==> config.mk <==
export PLATFORM = sky130hd
export DESIGN_NAME = ml_ahb_master_port_stage
export DESIGN_NICKNAME = d
export VERILOG_FILES = /design/src/rtl/ml_ahb_pkg.sv /design/src/rtl/ml_ahb_addr_decod.sv /design/src/rtl/ml_ahb_master_port_stage.sv
export SDC_FILE = /design/constraint.sdc
export NUM_CORES = 1
export LEC_CHECK = 0
export ABC_AREA = 1
export BUFFER_PORTS_ARGS = -buffer_cell sky130_fd_sc_hd__buf_2
export CORE_ASPECT_RATIO = 1.4
export CORE_MARGIN = 2
export CORE_UTILIZATION = 30
export CTS_BUF_LIST = sky130_fd_sc_hd__clkbuf_8 sky130_fd_sc_hd__clkbuf_16
export DETAILED_ROUTE_END_ITERATION = 10
export PLACE_DENSITY_LB_ADDON = 0.15
export SLEW_MARGIN = 20
export SYNTH_ARGS = -nofsm -noshare
export SYNTH_HDL_FRONTEND = slang
export SYNTH_SLANG_ARGS = --single-unit
==> constraint.sdc <==
create_clock -name hclk -period 5.6 [get_ports hclk]
set_clock_uncertainty 0.2 [all_clocks]
set_input_delay 1.12 -clock hclk [delete_from_list [all_inputs] [get_ports hclk]]
set_output_delay 1.12 -clock hclk [all_outputs]
set_load 0.01 [all_outputs]
==> src/rtl/ml_ahb_pkg.sv <==
// Shared AHB constants and the master-port stage state encoding.
package ml_ahb_pkg;

  localparam logic [1:0] HTRANS_IDLE   = 2'b00;
  localparam logic [1:0] HTRANS_BUSY   = 2'b01;
  localparam logic [1:0] HTRANS_NONSEQ = 2'b10;
  localparam logic [1:0] HTRANS_SEQ    = 2'b11;

  localparam logic HRESP_OKAY  = 1'b0;
  localparam logic HRESP_ERROR = 1'b1;

  typedef enum logic [1:0] {
    ST_ADDR = 2'd0,
    ST_HOLD = 2'd1,
    ST_ERR1 = 2'd2,
    ST_ERR2 = 2'd3
  } stage_state_e;

endpackage

==> src/rtl/ml_ahb_addr_decod.sv <==
// Address decoder: one-hot slave-port select plus miss; lowest index wins on overlap.
module ml_ahb_addr_decod #(
  parameter int                          NB_SLAVE_PORT = 2,
  parameter logic [NB_SLAVE_PORT*32-1:0] SLV_BASE      = {32'h1000_0000, 32'h0000_0000},
  parameter logic [NB_SLAVE_PORT*32-1:0] SLV_MASK      = {32'hF000_0000, 32'hF000_0000},
  localparam int                         IW            = (NB_SLAVE_PORT > 1) ? $clog2(NB_SLAVE_PORT) : 1
) (
  input  logic [31:0]              addr,
  output logic [NB_SLAVE_PORT-1:0] sel,
  output logic [IW-1:0]            idx,
  output logic                     miss
);

  // Scan from the top down so the lowest matching index is the last write.
  always_comb begin
    sel  = '0;
    idx  = '0;
    miss = 1'b1;
    for (int i = NB_SLAVE_PORT - 1; i >= 0; i--) begin
      if ((addr & SLV_MASK[i*32 +: 32]) == SLV_BASE[i*32 +: 32]) begin
        sel    = '0;
        sel[i] = 1'b1;
        idx    = IW'(i);
        miss   = 1'b0;
      end
    end
  end

endmodule

==> src/rtl/ml_ahb_master_port_stage.sv <==
// Master-side input stage of the multi-layer AHB matrix: decode, request, hold/replay
// on lost arbitration, default-slave ERROR, and data-phase response mux.
module ml_ahb_master_port_stage
  import ml_ahb_pkg::*;
#(
  parameter int                          NB_SLAVE_PORT = 2,
  parameter logic [NB_SLAVE_PORT*32-1:0] SLV_BASE      = {32'h1000_0000, 32'h0000_0000},
  parameter logic [NB_SLAVE_PORT*32-1:0] SLV_MASK      = {32'hF000_0000, 32'hF000_0000}
) (
  input  logic                        hclk,
  input  logic                        resetn,
  input  logic [31:0]                 haddr,
  input  logic [1:0]                  htrans,
  input  logic                        hwrite,
  input  logic [2:0]                  hsize,
  input  logic [2:0]                  hburst,
  output logic                        hready_out,
  output logic                        hresp_out,
  output logic [31:0]                 hrdata_out,
  output logic [NB_SLAVE_PORT-1:0]    sx_sel,
  output logic [31:0]                 s_haddr,
  output logic [1:0]                  s_htrans,
  output logic                        s_hwrite,
  output logic [2:0]                  s_hsize,
  output logic [2:0]                  s_hburst,
  input  logic [NB_SLAVE_PORT-1:0]    sx_grant,
  input  logic [NB_SLAVE_PORT-1:0]    sx_hready,
  input  logic [NB_SLAVE_PORT-1:0]    sx_hresp,
  input  logic [NB_SLAVE_PORT*32-1:0] sx_hrdata
);

  localparam int IW = (NB_SLAVE_PORT > 1) ? $clog2(NB_SLAVE_PORT) : 1;

  stage_state_e state, state_nxt;
  logic           dvalid, dvalid_nxt;
  logic [IW-1:0]  dsel, dsel_nxt;
  logic           capture;

  logic [31:0] hold_addr;
  logic [1:0]  hold_trans;
  logic        hold_write;
  logic [2:0]  hold_size;
  logic [2:0]  hold_burst;

  logic                     in_hold;
  logic                     xfer_vld;
  logic                     accept;
  logic [NB_SLAVE_PORT-1:0] dec_sel;
  logic [IW-1:0]            dec_idx;
  logic                     dec_miss;

  assign in_hold  = (state == ST_HOLD);
  assign s_haddr  = in_hold ? hold_addr  : haddr;
  assign s_hwrite = in_hold ? hold_write : hwrite;
  assign s_hsize  = in_hold ? hold_size  : hsize;
  assign s_hburst = in_hold ? hold_burst : hburst;
  // Force IDLE while in reset so no arbiter sees a request, whatever the master drives.
  assign s_htrans = !resetn ? HTRANS_IDLE : (in_hold ? hold_trans : htrans);
  assign xfer_vld = s_htrans[1];

  ml_ahb_addr_decod #(
    .NB_SLAVE_PORT (NB_SLAVE_PORT),
    .SLV_BASE      (SLV_BASE),
    .SLV_MASK      (SLV_MASK)
  ) u_decod (
    .addr (s_haddr),
    .sel  (dec_sel),
    .idx  (dec_idx),
    .miss (dec_miss)
  );

  assign sx_sel = (xfer_vld && !dec_miss) ? dec_sel : '0;
  assign accept = |(sx_sel & sx_grant & sx_hready);

  always_comb begin
    hready_out = 1'b1;
    hresp_out  = HRESP_OKAY;
    hrdata_out = '0;
    case (state)
      ST_ADDR: if (dvalid) begin
        hready_out = sx_hready[dsel];
        hresp_out  = sx_hresp[dsel];
        hrdata_out = sx_hrdata[32*int'(dsel) +: 32];
      end
      ST_HOLD: hready_out = 1'b0;
      ST_ERR1: begin
        hready_out = 1'b0;
        hresp_out  = HRESP_ERROR;
      end
      ST_ERR2: hresp_out = HRESP_ERROR;
      default: ;
    endcase
  end

  // ERR2 completes the default-slave response with hready high, so it takes
  // a new address phase exactly like ADDR does.
  always_comb begin
    state_nxt  = state;
    dvalid_nxt = dvalid;
    dsel_nxt   = dsel;
    capture    = 1'b0;
    case (state)
      ST_ADDR, ST_ERR2: if (hready_out) begin
        state_nxt  = ST_ADDR;
        dvalid_nxt = 1'b0;
        if (xfer_vld) begin
          if (dec_miss) begin
            state_nxt = ST_ERR1;
          end else if (accept) begin
            dvalid_nxt = 1'b1;
            dsel_nxt   = dec_idx;
          end else begin
            state_nxt = ST_HOLD;
            capture   = 1'b1;
          end
        end
      end
      ST_HOLD: if (accept) begin
        state_nxt  = ST_ADDR;
        dvalid_nxt = 1'b1;
        dsel_nxt   = dec_idx;
      end
      ST_ERR1: begin
        state_nxt  = ST_ERR2;
        dvalid_nxt = 1'b0;
      end
      default: state_nxt = ST_ADDR;
    endcase
  end

  always_ff @(posedge hclk or negedge resetn) begin
    if (!resetn) begin
      state      <= ST_ADDR;
      dvalid     <= 1'b0;
      dsel       <= '0;
      hold_addr  <= '0;
      hold_trans <= HTRANS_IDLE;
      hold_write <= 1'b0;
      hold_size  <= '0;
      hold_burst <= '0;
    end else begin
      state  <= state_nxt;
      dvalid <= dvalid_nxt;
      dsel   <= dsel_nxt;
      if (capture) begin
        hold_addr  <= haddr;
        hold_trans <= htrans;
        hold_write <= hwrite;
        hold_size  <= hsize;
        hold_burst <= hburst;
      end
    end
  end

endmodule

Word level (Yosys, flattened, before mapping)
Cells that the tools add are included.
- register bits after elaboration: 45
- bits in latches: 0
- RAM bits: 0
- bits in read-only memories: 0
- word-level logic and storage cells: 76
- memories kept: 0
- add/subtract/negate cells: 0
- multipliers: 0
- div/mod/pow operators: 0
- magnitude comparators: 1
- equality and inequality tests: 8
- shifts and indexed selects: 1
- mux-type cells: 45
- bitwise operators: 2
- reductions and logical operators: 11
- operator list (operator ; count):
    $mux 32 ; 3
    $shiftx 64x7->32 ; 1
    $logic_not 32->1 ; 1
    $mux 1 ; 26
    $mux 2 ; 9
    $reduce_or 2->1 ; 4
    $mux 3 ; 2
    $ne 2x2->1 const B ; 3
    $pmux 1 s2 ; 3
    $pmux 2 s3 ; 1
    $and 2x2->2 ; 2
    $eq 2x2->1 const B ; 2
    $eq 4x1->1 const B ; 1
    $reduce_and 4->1 ; 1
    $pmux 1 s3 ; 1
    $eq 2x1->1 const B ; 1
    $logic_not 2->1 ; 1
    $lt 1x2->1 const B ; 1
    $ne 2x1->1 const B ; 1
    $reduce_and 2->1 ; 1
    $reduce_bool 2->1 ; 1
    $logic_and 1x1->1 ; 1
    $logic_not 1->1 ; 1

Logic depth before layout (Yosys ltp)
Gate-level depths: netlist (run 1).
- depth after elaboration: 16
- mapped depth: 15
- gate-level depth less buffers: 14

Modules after synthesis
Synthesis (run 1) repeated with hierarchy kept, for this count alone.
- cells, all modules: 490
- area total of the unflattened synthesis: 3004.1 um^2
- modules (own cells, without submodules) (module ; instances ; cells each ; area an instance (um^2) ; seq. area each (um^2)):
    ml_ahb_master_port_stage ; 1 ; 479 ; 2952.8 ; 1126.1
    ml_ahb_addr_decod ; 1 ; 11 ; 51.3 ; 0.0

Worst setup path before layout (run 1)
Ideal clock, no wire load.
- path kind: input to output
- start: input sx_hready[1]
- end: output hready_out
- data arrival time: 1728 ps
- required time: 4280 ps
- slack: 2552 ps
- stages on the path: 5
- path buffers: 1
- cell sequence: a21oi_1 -> nand2_1 -> o21ai_1 -> inv_2 -> clkbuf_1
- word-level cells in the longest chain between the ends: 4
- ends and longest elaborated chain (item ; line ; source):
    start, declared ; ml_ahb_master_port_stage.sv:27 ; input logic [NB_SLAVE_PORT-1:0] sx_hready,
    $mux 1 (not written as such) (2 in series) ; ml_ahb_master_port_stage.sv:81 ; hready_out = sx_hready[dsel];
    $mux 1 ; ml_ahb_master_port_stage.sv:80 ; ST_ADDR: if (dvalid) begin
    $pmux 1 s2 ; ml_ahb_master_port_stage.sv:79 ; case (state)
    end, declared ; ml_ahb_master_port_stage.sv:17 ; output logic hready_out,
No other way between the ends. The select of a mux whose other input is x is not followed.

Worst setup path after layout (run 1)
- start: register state[1]
- end: output sx_sel[0]
- word-level cells in the longest chain between the ends: 8
- elaborated cells between the ends (all ways): 12
- classes of those cells: eq/ne: 2; mux: 7; reduce/logical: 3
- ends and longest elaborated chain (item ; line ; source):
    start, declared ; ml_ahb_master_port_stage.sv:34 ; stage_state_e state, state_nxt;
    start signal, assigned ; ml_ahb_master_port_stage.sv:142 ; state <= state_nxt;
    $eq 2x1->1 (*) ; ml_ahb_master_port_stage.sv:52 ; assign in_hold = (state == ST_HOLD);
    $mux 32 ; ml_ahb_master_port_stage.sv:53 ; assign s_haddr = in_hold ? hold_addr : haddr;
    $eq 4x1->1 ; ml_ahb_addr_decod.sv:20 ; if ((addr & SLV_MASK[i*32 +: 32]) == SLV_BASE[i*32 +: 32]) begin
    $mux 1 (2 in series) ; ml_ahb_addr_decod.sv:20 ;
    $logic_not 1->1 ; ml_ahb_master_port_stage.sv:72 ; assign sx_sel = (xfer_vld && !dec_miss) ? dec_sel : '0;
    $logic_and 1x1->1 ; ml_ahb_master_port_stage.sv:72 ;
    $mux 2 (*) ; ml_ahb_master_port_stage.sv:72 ;
    end, declared ; ml_ahb_master_port_stage.sv:20 ; output logic [NB_SLAVE_PORT-1:0] sx_sel,
Mark *: on every way between the ends. The rest lies on a longest branch, timed or not.

==> flow_metrics.env, run 1 <==
export IMPL_synth_area_leaders="dfrtp_1 34%, nand2_1 20%, nand2_2 9.1%"
export IMPL_utilization_pct=40.97
export IMPL_synth_area_per_cell_um2=6.713
export IMPL_max_freq_mhz=272.6
export IMPL_dp_hpwl_mm=7.487
export IMPL_final_cell_area_um2=4429
export IMPL_power_mw=1.679
export IMPL_finalMaxSlewViolations=0
export IMPL_drtAntennaViolNets=0
export IMPL_yosysTopAreaCell="dfrtp_1"
export IMPL_grt_start_max_net_pins=47
export IMPL_relSlewSlack_pct=49.73
export IMPL_powerDensity_nw_per_um2=379.0
export IMPL_root_buffer="clkbuf_16"
export IMPL_fin_crit_sh_pct=65.50
export IMPL_drt_initial_drc_count=172
export IMPL_cts_hold_buf=0
export IMPL_syn_inst=493
export IMPL_cts_setup_buffers=0
export IMPL_peakVddDrop_mv=0.2130
export IMPL_viasPerCell=4.639
export IMPL_setup_tns_ps=0
export IMPL_setup_viol=0
export IMPL_crit_arrival_ps=2350
export IMPL_start_util_pct=30.61
export IMPL_cts_sinks=45
export IMPL_layout_drive_gt1_share_pct=40.54
export IMPL_htree_levels=2
export IMPL_clkTransAtPathRegs_ps=60
export IMPL_cp_start_kind="register"
export IMPL_fin_crit_ps=3668
export IMPL_die_w_um=92.77
export IMPL_ys_ff_latch=45
export IMPL_critPathMaxFanout=44
export IMPL_synth_nets=610
export IMPL_clockBufferDepth=2
export IMPL_end_kind="primary output"
export IMPL_grt_use_total_pct=17.20
export IMPL_cts_tree="done"
export IMPL_finalHoldViolations=0
export IMPL_postRouteWirelength_mm=10.51
export IMPL_ios=190
export IMPL_drt_wirelength_per_cell_um=13.09
export IMPL_netlist_area_um2=3309
export IMPL_num_vias=3725
export IMPL_criticalPathCategory="register to primary output"
export IMPL_detail_route_first_pass_iterations=6
export IMPL_yosys_warnings=0
export IMPL_clk_insertion_delay_late_ps=290
export IMPL_routabilityCongestion=0.7163
export IMPL_die_area_um2=11900
export IMPL_fillers=1159
export IMPL_place_area_um2=4269
export IMPL_hp_class="register to register"
export IMPL_area_delta_synth_final_pct=33.84
export IMPL_tightest_slew_ps=754.0
export IMPL_synth_top_area_share_pct=34.03
export IMPL_grt_pass1_vias=3415
export IMPL_setup_ws_ps=1932
export IMPL_cap_violations=0
export IMPL_gr_total_overflow=0
export IMPL_rows=45
export IMPL_grt_antenna_before_repair=2
export IMPL_coreArea_um2=10810
export IMPL_nNetsFinal=777
export IMPL_drc=0
export IMPL_rsz0062_at_grt="false"
export IMPL_ys_seq_area_share_pct=34.03
export IMPL_synthDistinctLibCells=27
export IMPL_status="finished clean"
export IMPL_portBuffers=189
export IMPL_p_leak_nw=2.597
export IMPL_grt_pass1_wl_mm=16.59
export IMPL_cts_resized=0
export IMPL_cts_buffers_inserted=5
export IMPL_die_height_um=128.3
export IMPL_pre_cts_ws_ps=1865
export IMPL_worst_ep_required_time_ps=4280
==> power by group <==
| part | switching (mW) | leakage, nW | internal [mW] |
|---|---|---|---|
| combinational | 0.523 | 1.94 | 0.279 |
| sequential | 0.0976 | 0.580 | 0.466 |
| clock | 0.123 | 0.0799 | 0.189 |
==> critical path: stages, from the launching register on <==
cell and delay (ps):
dfrtp_1 400, inv_1 110, ha_2 250, buf_4 430
nand2_1 120, nand2_2 160, nand3_1 210, nor3_1 190
buf_2 170
==> state kept, by name, summed over array words and instances (netlist names) <==
register and count:
dvalid 1, hold_size 3, hold_trans 2, hold_write 1, hold_burst 3, dsel 1
state 2, hold_addr 32
==> cell families (layout without fill, tap and decap cells) <==
group	after synthesis	count (layout)	synth area share (%)
adder cells (fa/ha/maj)	4	4	1.512
buffers and inverters	56	224	9.112
AND/OR/NAND/NOR	380	380	53.95
other	0	1	0
flip-flops	45	45	34.03
AO/OA/AOI/OAI	8	8	1.399
==> synth_stat cells, drive strengths merged <==
cell / n
nand4: 42
nor3: 34
dfrtp: 45
clkbuf: 19
o21ai: 4
nor2: 74
ha: 4
o211ai: 1
o2111ai: 1
buf: 16
nand2: 224
a21oi: 2
nand3: 6
inv: 21
==> layer usage <==
| layer | part of all wire, % | vias up | GRT usage [%] |
|---|---|---|---|
| met5 | 0.095 | - | 0 |
| li1 | - | 1903 | - |
| met4 | 1.4 | 2 | 4.412 |
| met1 | 39 | 1649 | 19.81 |
| met3 | 11 | 11 | 5.585 |
| met2 | 48 | 160 | 30.56 |
==> per-stage QoR <==
step,hold slack [ps],instances
final,276.6,803
after floorplan,241.7,493
after global placement,258.5,794
after detailed placement,263.8,794
after CTS,281.5,802
after global routing,298.5,802
==> path summary, 6_finish.rpt <==
| kind | startpoint | to | slack [ps] | cells after the start |
|---|---|---|---|---|
| setup / recovery | state[1] | sx_sel[0] | 1930 | 8 |
| hold / removal | hold_addr[22] | hold_addr[22] | 280 | 2 |
| setup reg to reg | state[1] | hold_addr[9] | 1940 | 12 |
| hold reg to reg | hold_addr[22] | hold_addr[22] | 280 | 2 |
| max in group asynchronous | resetn | hold_addr[16] | 4050 | 2 |
| min in group asynchronous | resetn | hold_addr[1] | 740 | 2 |
==> cell type report <==
cell class                 count  area [um2]  share of cell area (%)
timing repair buffer         195       991.0                   22.37
antenna                        1       2.502                 0.05650
inverter                      21       86.33                   1.949
clock buffer                   7       152.6                   3.446
tap                          141       176.4                   3.983
multi-input combinational    392        1889                   42.66
clock inverter                 1       5.005                  0.1130
sequential                    45        1126                   25.42
==> layout by cell type, fill, tap and decap left out, drive strengths merged <==
cell     Yosys  routed
buf         16     195
inv         21      21
diode        0       1
clkbuf      19       7
clkinv       0       1
nor3        34      34
nand2      224     224
o21ai        4       4
ha           4       4
o211ai       1       1
nor2        74      74
o2111ai      1       1
nand4       42      42
dfrtp       45      45
nand3        6       6
a21oi        2       2
(Power assumes the default switching activity.)
==> run 2, diff against run 1 <==
Clock period 5.6 ns to 3.5 ns, I/O delays scaled along.
==> flow_metrics.env, run 2 (same netlist as run 1, synthesis figures left out) <==
export IMPL_place_area_um2=4292
export IMPL_grt_pass1_wl_mm=16.68
export IMPL_cap_violations=0
export IMPL_multi_input_comb_area_um2=1889
export IMPL_power_mw=2.661
export IMPL_reg_top3="hold_addr: 32 flops, hold_burst: 3 flops, hold_size: 3 flops"
export IMPL_coreArea_um2=10810
export IMPL_drt_initial_drc_count=118
export IMPL_ff_latch_area_um2=1126
export IMPL_cp_cell_sequence="inv_1, ha_1, nand2_1, buf_4, a21oi_1, nand2_1, o21ai_1, inv_2, buf_2"
export IMPL_critPathTopFamily="buffers and inverters"
export IMPL_setup_viol=0
export IMPL_hp_class="primary input to async pin"
export IMPL_fillers=1172
export IMPL_setup_tns_ps=0
export IMPL_postRouteWirelength_mm=10.76
export IMPL_setup_ws_ps=476.9
export IMPL_cts_buffers_inserted=5
export IMPL_layout_drive_gt1_share_pct=40.36
export IMPL_rr_worst_depth=13
export IMPL_start_util_pct=30.61
export IMPL_p_leak_nw=2.610
export IMPL_grt_pass1_vias=3395
export IMPL_fin_crit_ps=3023
export IMPL_cp_start_kind="register"
export IMPL_rsz0062_at_grt="false"
export IMPL_crit_arrival_ps=2120
export IMPL_cts_tree="done"
export IMPL_pre_cts_ws_ps=497.6
export IMPL_detail_route_first_pass_iterations=4
export IMPL_ios=190
export IMPL_num_vias=3765
export IMPL_fin_crit_sh_pct=86.37
export IMPL_dp_cells=797
export IMPL_drtAntennaViolNets=0
export IMPL_area_delta_synth_final_pct=33.80
export IMPL_grt_antenna_before_repair=1
export IMPL_crit_top_cell="nand2_1"
export IMPL_routabilityCongestion=0.7532
export IMPL_status="finished clean"
export IMPL_dp_hpwl_mm=7.853
export IMPL_critPathMaxFanout=34
export IMPL_whs_ps=245.0
export IMPL_finalMaxSlewViolations=0
export IMPL_cts_resized=0
export IMPL_viasPerCell=4.677
export IMPL_cp_num_buf_inv=4
export IMPL_gr_total_overflow=0
export IMPL_clockBufferDepth=2
export IMPL_regMostFlops="hold_addr"
export IMPL_tightest_slew_ps=736.9
export IMPL_final_cell_mix="189 x buf_2, 172 x nand2_1, 71 x nor2_1, 48 x nand2_2, 45 x dfrtp_1"
export IMPL_cts_setup_buffers=0
export IMPL_max_freq_mhz=330.8
export IMPL_htree_levels=2
export IMPL_final_cells=805
export IMPL_final_cell_area_um2=4428
export IMPL_portBuffers=189
export IMPL_relSlewSlack_pct=50.87
export IMPL_clkTransAtPathRegs_ps=60
export IMPL_cts_hold_buf=0
export IMPL_utilization_pct=40.96
export IMPL_criticalPathCategory="register to primary output"
export IMPL_cts_sinks=45
export IMPL_diodes=0
export IMPL_end_kind="primary output"
export IMPL_grt_use_total_pct=17.41
export IMPL_nNetsFinal=780
export IMPL_die_height_um=128.3
export IMPL_worst_ep_required_time_ps=2600
export IMPL_grt_start_max_net_pins=43
export IMPL_clk_insertion_delay_late_ps=290
export IMPL_finalHoldViolations=0
export IMPL_largest_reg_flops=32
export IMPL_die_area_um2=11900
export IMPL_die_w_um=92.77
export IMPL_final_common_cell="buf_2"
export IMPL_powerDensity_nw_per_um2=601.0
export IMPL_peakVddDrop_mv=0.2955
export IMPL_slowest_stage="dfrtp_1"
export IMPL_rows=45
export IMPL_root_buffer="clkbuf_16"
export IMPL_cp_depth=9
export IMPL_drt_wirelength_per_cell_um=13.37
export IMPL_drc=0
export IMPL_critPathMaxStageDelay_ps=410
==> run 2: changes by cell type in the layout (fill, tap and decap cells not counted), sizes merged <==
cell / before / now
clkbuf: 7 / 5
inv: 21 / 24
clkinv: 1 / 0
buf: 195 / 198
diode: 1 / 0
==> run 2: worst register-to-register path: cells and delay by family (launching register included) <==
kind	cells	cell delay (ps)
DFF	1	390
and+or+nand+nor	10	1430
buffers and inverters	2	290
adders and majority gates	1	480
==> run 2: cell type report <==
type | count | share of cell area (%)
well taps | 141 | 3.984
clock inverters | 3 | 0.2543
repair buffers | 198 | 22.89
clock buffers | 5 | 2.826
multi-input cells | 392 | 42.67
flip-flops and latches | 45 | 25.43
inverters | 21 | 1.950
==> run 2: path summary, 6_finish.rpt <==
path / startpoint / end / slack, ps
setup / recovery: state[0] / hready_out / 480
hold / removal: resetn / state[1] / 240
setup reg to reg: state[1] / hold_addr[9] / 580
hold reg to reg: dvalid / dvalid / 280
max in group asynchronous: resetn / hold_addr[21] / 2420
min in group hclk: dvalid / dvalid / 280
==> run 2: routing by layer <==
layer | vias to the layer above | track usage, % | share of wire, %
met5 | - | 0 | 0.10
met3 | 10 | 5.232 | 9.3
met1 | 1693 | 20.12 | 41
li1 | 1904 | - | -
met2 | 156 | 31.03 | 48
met4 | 2 | 4.758 | 1.3
==> run 2: power by group <==
| part | total (mW) | switching, mW | internal (mW) |
|---|---|---|---|
| logic | 1.31 | 0.842 | 0.464 |
| clock network | 0.449 | 0.192 | 0.257 |
| registers | 0.907 | 0.160 | 0.746 |
==> run 3, diff against run 2 <==
Settings changed: ABC_AREA 1 to 0.
==> flow_metrics.env, run 3 <==
export IMPL_cts_hold_buf=0
export IMPL_powerDensity_nw_per_um2=614.1
export IMPL_cp_cell_sequence="inv_1, ha_2, buf_4, mux2_2, buf_2"
export IMPL_cts_setup_buffers=0
export IMPL_multi_input_comb_area_um2=1823
export IMPL_cell_internal_pwr_mw=1.788
export IMPL_end_kind="primary output"
export IMPL_nNetsFinal=559
export IMPL_synth_commonest_cells="45 x dfrtp_1, 40 x mux2_4, 40 x mux2i_1, 40 x nor2_1, 38 x mux2_2"
export IMPL_fin_crit_sh_pct=86.79
export IMPL_netlist_area_um2=3060
export IMPL_coreArea_um2=9899
export IMPL_cp_depth=5
export IMPL_relSlewSlack_pct=63.41
export IMPL_finalHoldViolations=0
export IMPL_grt_pass1_vias=2457
export IMPL_root_buffer="clkbuf_16"
export IMPL_synth_top_area_share_pct=36.79
export IMPL_syn_inst=256
export IMPL_cts_tree="done"
export IMPL_ios=190
export IMPL_peakVddDrop_mv=0.3256
export IMPL_setup_tns_ps=0
export IMPL_yosysTopAreaCell="dfrtp_1"
export IMPL_drt_wirelength_per_cell_um=13.67
export IMPL_die_height_um=123.5
export IMPL_layout_drive_gt1_share_pct=64.56
export IMPL_reg_top3="hold_addr: 32 flops, hold_burst: 3 flops, hold_size: 3 flops"
export IMPL_status="finished clean"
export IMPL_largest_reg_flops=32
export IMPL_num_vias=2587
export IMPL_max_freq_mhz=329.2
export IMPL_cp_num_buf_inv=3
export IMPL_crit_arrival_ps=2140
export IMPL_r2r_end="hold_write"
export IMPL_detail_route_first_pass_iterations=3
export IMPL_ys_ff_latch=45
export IMPL_ys_seq_area_share_pct=36.79
export IMPL_synth_edf_count=0
export IMPL_criticalPathCategory="register to primary output"
export IMPL_clockBufferDepth=2
export IMPL_place_area_um2=4141
export IMPL_grt_start_max_net_pins=44
export IMPL_cp_start_kind="register"
export IMPL_routabilityCongestion=0.7468
export IMPL_viasPerCell=4.476
export IMPL_regMostFlops="hold_addr"
export IMPL_critPathMaxStageDelay_ps=440
export IMPL_gr_total_overflow=0
export IMPL_clkTransAtPathRegs_ps=60
export IMPL_power_mw=2.630
export IMPL_synth_area_per_cell_um2=11.95
export IMPL_area_delta_synth_final_pct=39.90
export IMPL_synth_nets=373
export IMPL_grt_use_total_pct=13.60
export IMPL_grt_pass1_wl_mm=11.68
export IMPL_p_comb_share_pct=47.8
export IMPL_utilization_pct=43.25
export IMPL_endpoint="s_haddr[31]"
export IMPL_htree_levels=2
export IMPL_startpoint="state[1]"
export IMPL_yosys_warnings=0
export IMPL_synthDistinctLibCells=30
export IMPL_postRouteWirelength_mm=7.899
export IMPL_clk_insertion_delay_late_ps=280
export IMPL_setup_viol=0
export IMPL_drtAntennaViolNets=0
export IMPL_critPathMaxFanout=24
export IMPL_die_area_um2=11040
export IMPL_ys_flop_type="dfrtp_1"
export IMPL_cts_sinks=45
export IMPL_synthArstFlopShare_pct=100.0
export IMPL_rr_worst_depth=9
export IMPL_final_cell_area_um2=4282
export IMPL_fillers=1033
export IMPL_critPathTopFamily="buffers and inverters"
export IMPL_dp_hpwl_mm=6.172
export IMPL_die_w_um=89.36
export IMPL_fin_crit_ps=3038
export IMPL_p_sw_share_pct=32.00
export IMPL_diodes=0
export IMPL_tightest_slew_ps=548.9
export IMPL_cts_buffers_inserted=5
export IMPL_p_leak_nw=2.135
export IMPL_p_switching_mw=0.8415
export IMPL_cap_violations=0
export IMPL_reg2reg_slack_ps=650
export IMPL_final_common_cell="buf_2"
export IMPL_synth_area_leaders="dfrtp_1 37%, mux2_4 20%, mux2_2 14%"
export IMPL_worst_ep_required_time_ps=2600
export IMPL_start_util_pct=30.92
export IMPL_r2r_start="state[1]"
export IMPL_rows=43
export IMPL_clkPwrFrac_pct=17.3
export IMPL_ff_latch_area_um2=1127
export IMPL_finalMaxSlewViolations=0
export IMPL_drt_initial_drc_count=52
export IMPL_hp_class="primary input to async pin"
export IMPL_slowest_stage="ha_2"
export IMPL_portBuffers=189
export IMPL_final_cell_mix="189 x buf_2, 44 x dfrtp_1, 40 x mux2i_1, 40 x nor2_1, 40 x mux2_4"
export IMPL_grt_antenna_before_repair=0
export IMPL_yosysMostFrequentCell="dfrtp_1"
export IMPL_p_seq_share_pct=34.8
export IMPL_cts_resized=0
export IMPL_drc=0
export IMPL_rsz0062_at_grt="false"
[run 3: changes by cell type in the layout (fill, tap and decap cells not counted), moves of 4 or more]
| cell | delta |
|---|---|
| nor2_1 | -31 |
| inv_1 | -13 |
| mux2_4 | +40 |
| mux2i_1 | +40 |
| nor3_1 | -33 |
| mux2_2 | +38 |
| buf_4 | -4 |
| nand2_2 | -48 |
| nand2_1 | -167 |
| nand2_4 | -4 |
| nand4_1 | -42 |
[run 3: cells by family (layout without fill, tap and decap cells)]
group / after synthesis / after routing / synth area share [%]
adder cells (fa/ha/maj): 4 / 4 / 1.635
AND/OR/NAND/NOR: 58 / 58 / 8.830
AO/OA/AOI/OAI: 8 / 8 / 1.595
flip-flops: 45 / 45 / 36.79
buffers and inverters: 21 / 208 / 3.720
multiplexers: 120 / 120 / 47.42
[run 3: final cells by class]
class | count | area share (%)
repair buffers | 195 | 23.44
multi-input cells | 190 | 42.58
well taps | 135 | 3.945
inverters | 5 | 0.4383
flip-flops and latches | 45 | 26.33
clock inverters | 3 | 0.3507
clock buffers | 5 | 2.922
[run 3: worst register-to-register path, stage by stage, from the launching register on]
cell,delay (ps)
dfrtp_1,390
inv_1,100
ha_2,440
mux2i_1,360
inv_2,80
mux2i_1,150
and3_4,210
nor2_4,120
buf_12,280
mux2_4,410
[run 3: metrics by stage]
stage | std cells | setup WS, ps | hold slack [ps]
after global placement | 570 | 692.0 | 261.4
after detailed placement | 570 | 629.8 | 276.1
after CTS | 578 | 418.2 | 40.55
after floorplan | 256 | 1041 | 204.4
final | 578 | 462.4 | 45.00
after global routing | 578 | 301.5 | 40.04
[run 3: power groups by stage]
stage | Combinational, mW | Clock, mW | Sequential, mW
floorplan | 0.940 | 0 | 0.872
global placement | 1.26 | 0 | 0.922
detailed placement | 1.28 | 0 | 0.913
CTS | 1.28 | 0.476 | 0.917
global route | 1.37 | 0.495 | 0.951
finish | 1.26 | 0.456 | 0.916
[run 3: routing by layer]
layer | wire length (um) | track usage [%] | part of all wire (%)
met3 | 622 | 2.270 | 7.9
met1 | 3201 | 16.13 | 41
met2 | 3996 | 24.86 | 51
met5 | 0 | 0 | 0
met4 | 79 | 3.638 | 1.0
[run 3: worst min path at each step]
| stage | startpoint | end | slack [ps] | depth (start not counted) |
|---|---|---|---|---|
| 2_1_floorplan | resetn | dsel | 200 | 0 |
| 3_3_place_gp | hold_addr[22] | hold_addr[22] | 260 | 1 |
| 3_5_place_dp | hold_addr[22] | hold_addr[22] | 280 | 1 |
| 4_1_cts | resetn | hold_trans[1] | 40 | 1 |
| 5_1_grt | resetn | dvalid | 40 | 1 |
| 6_report | resetn | dvalid | 40 | 1 |
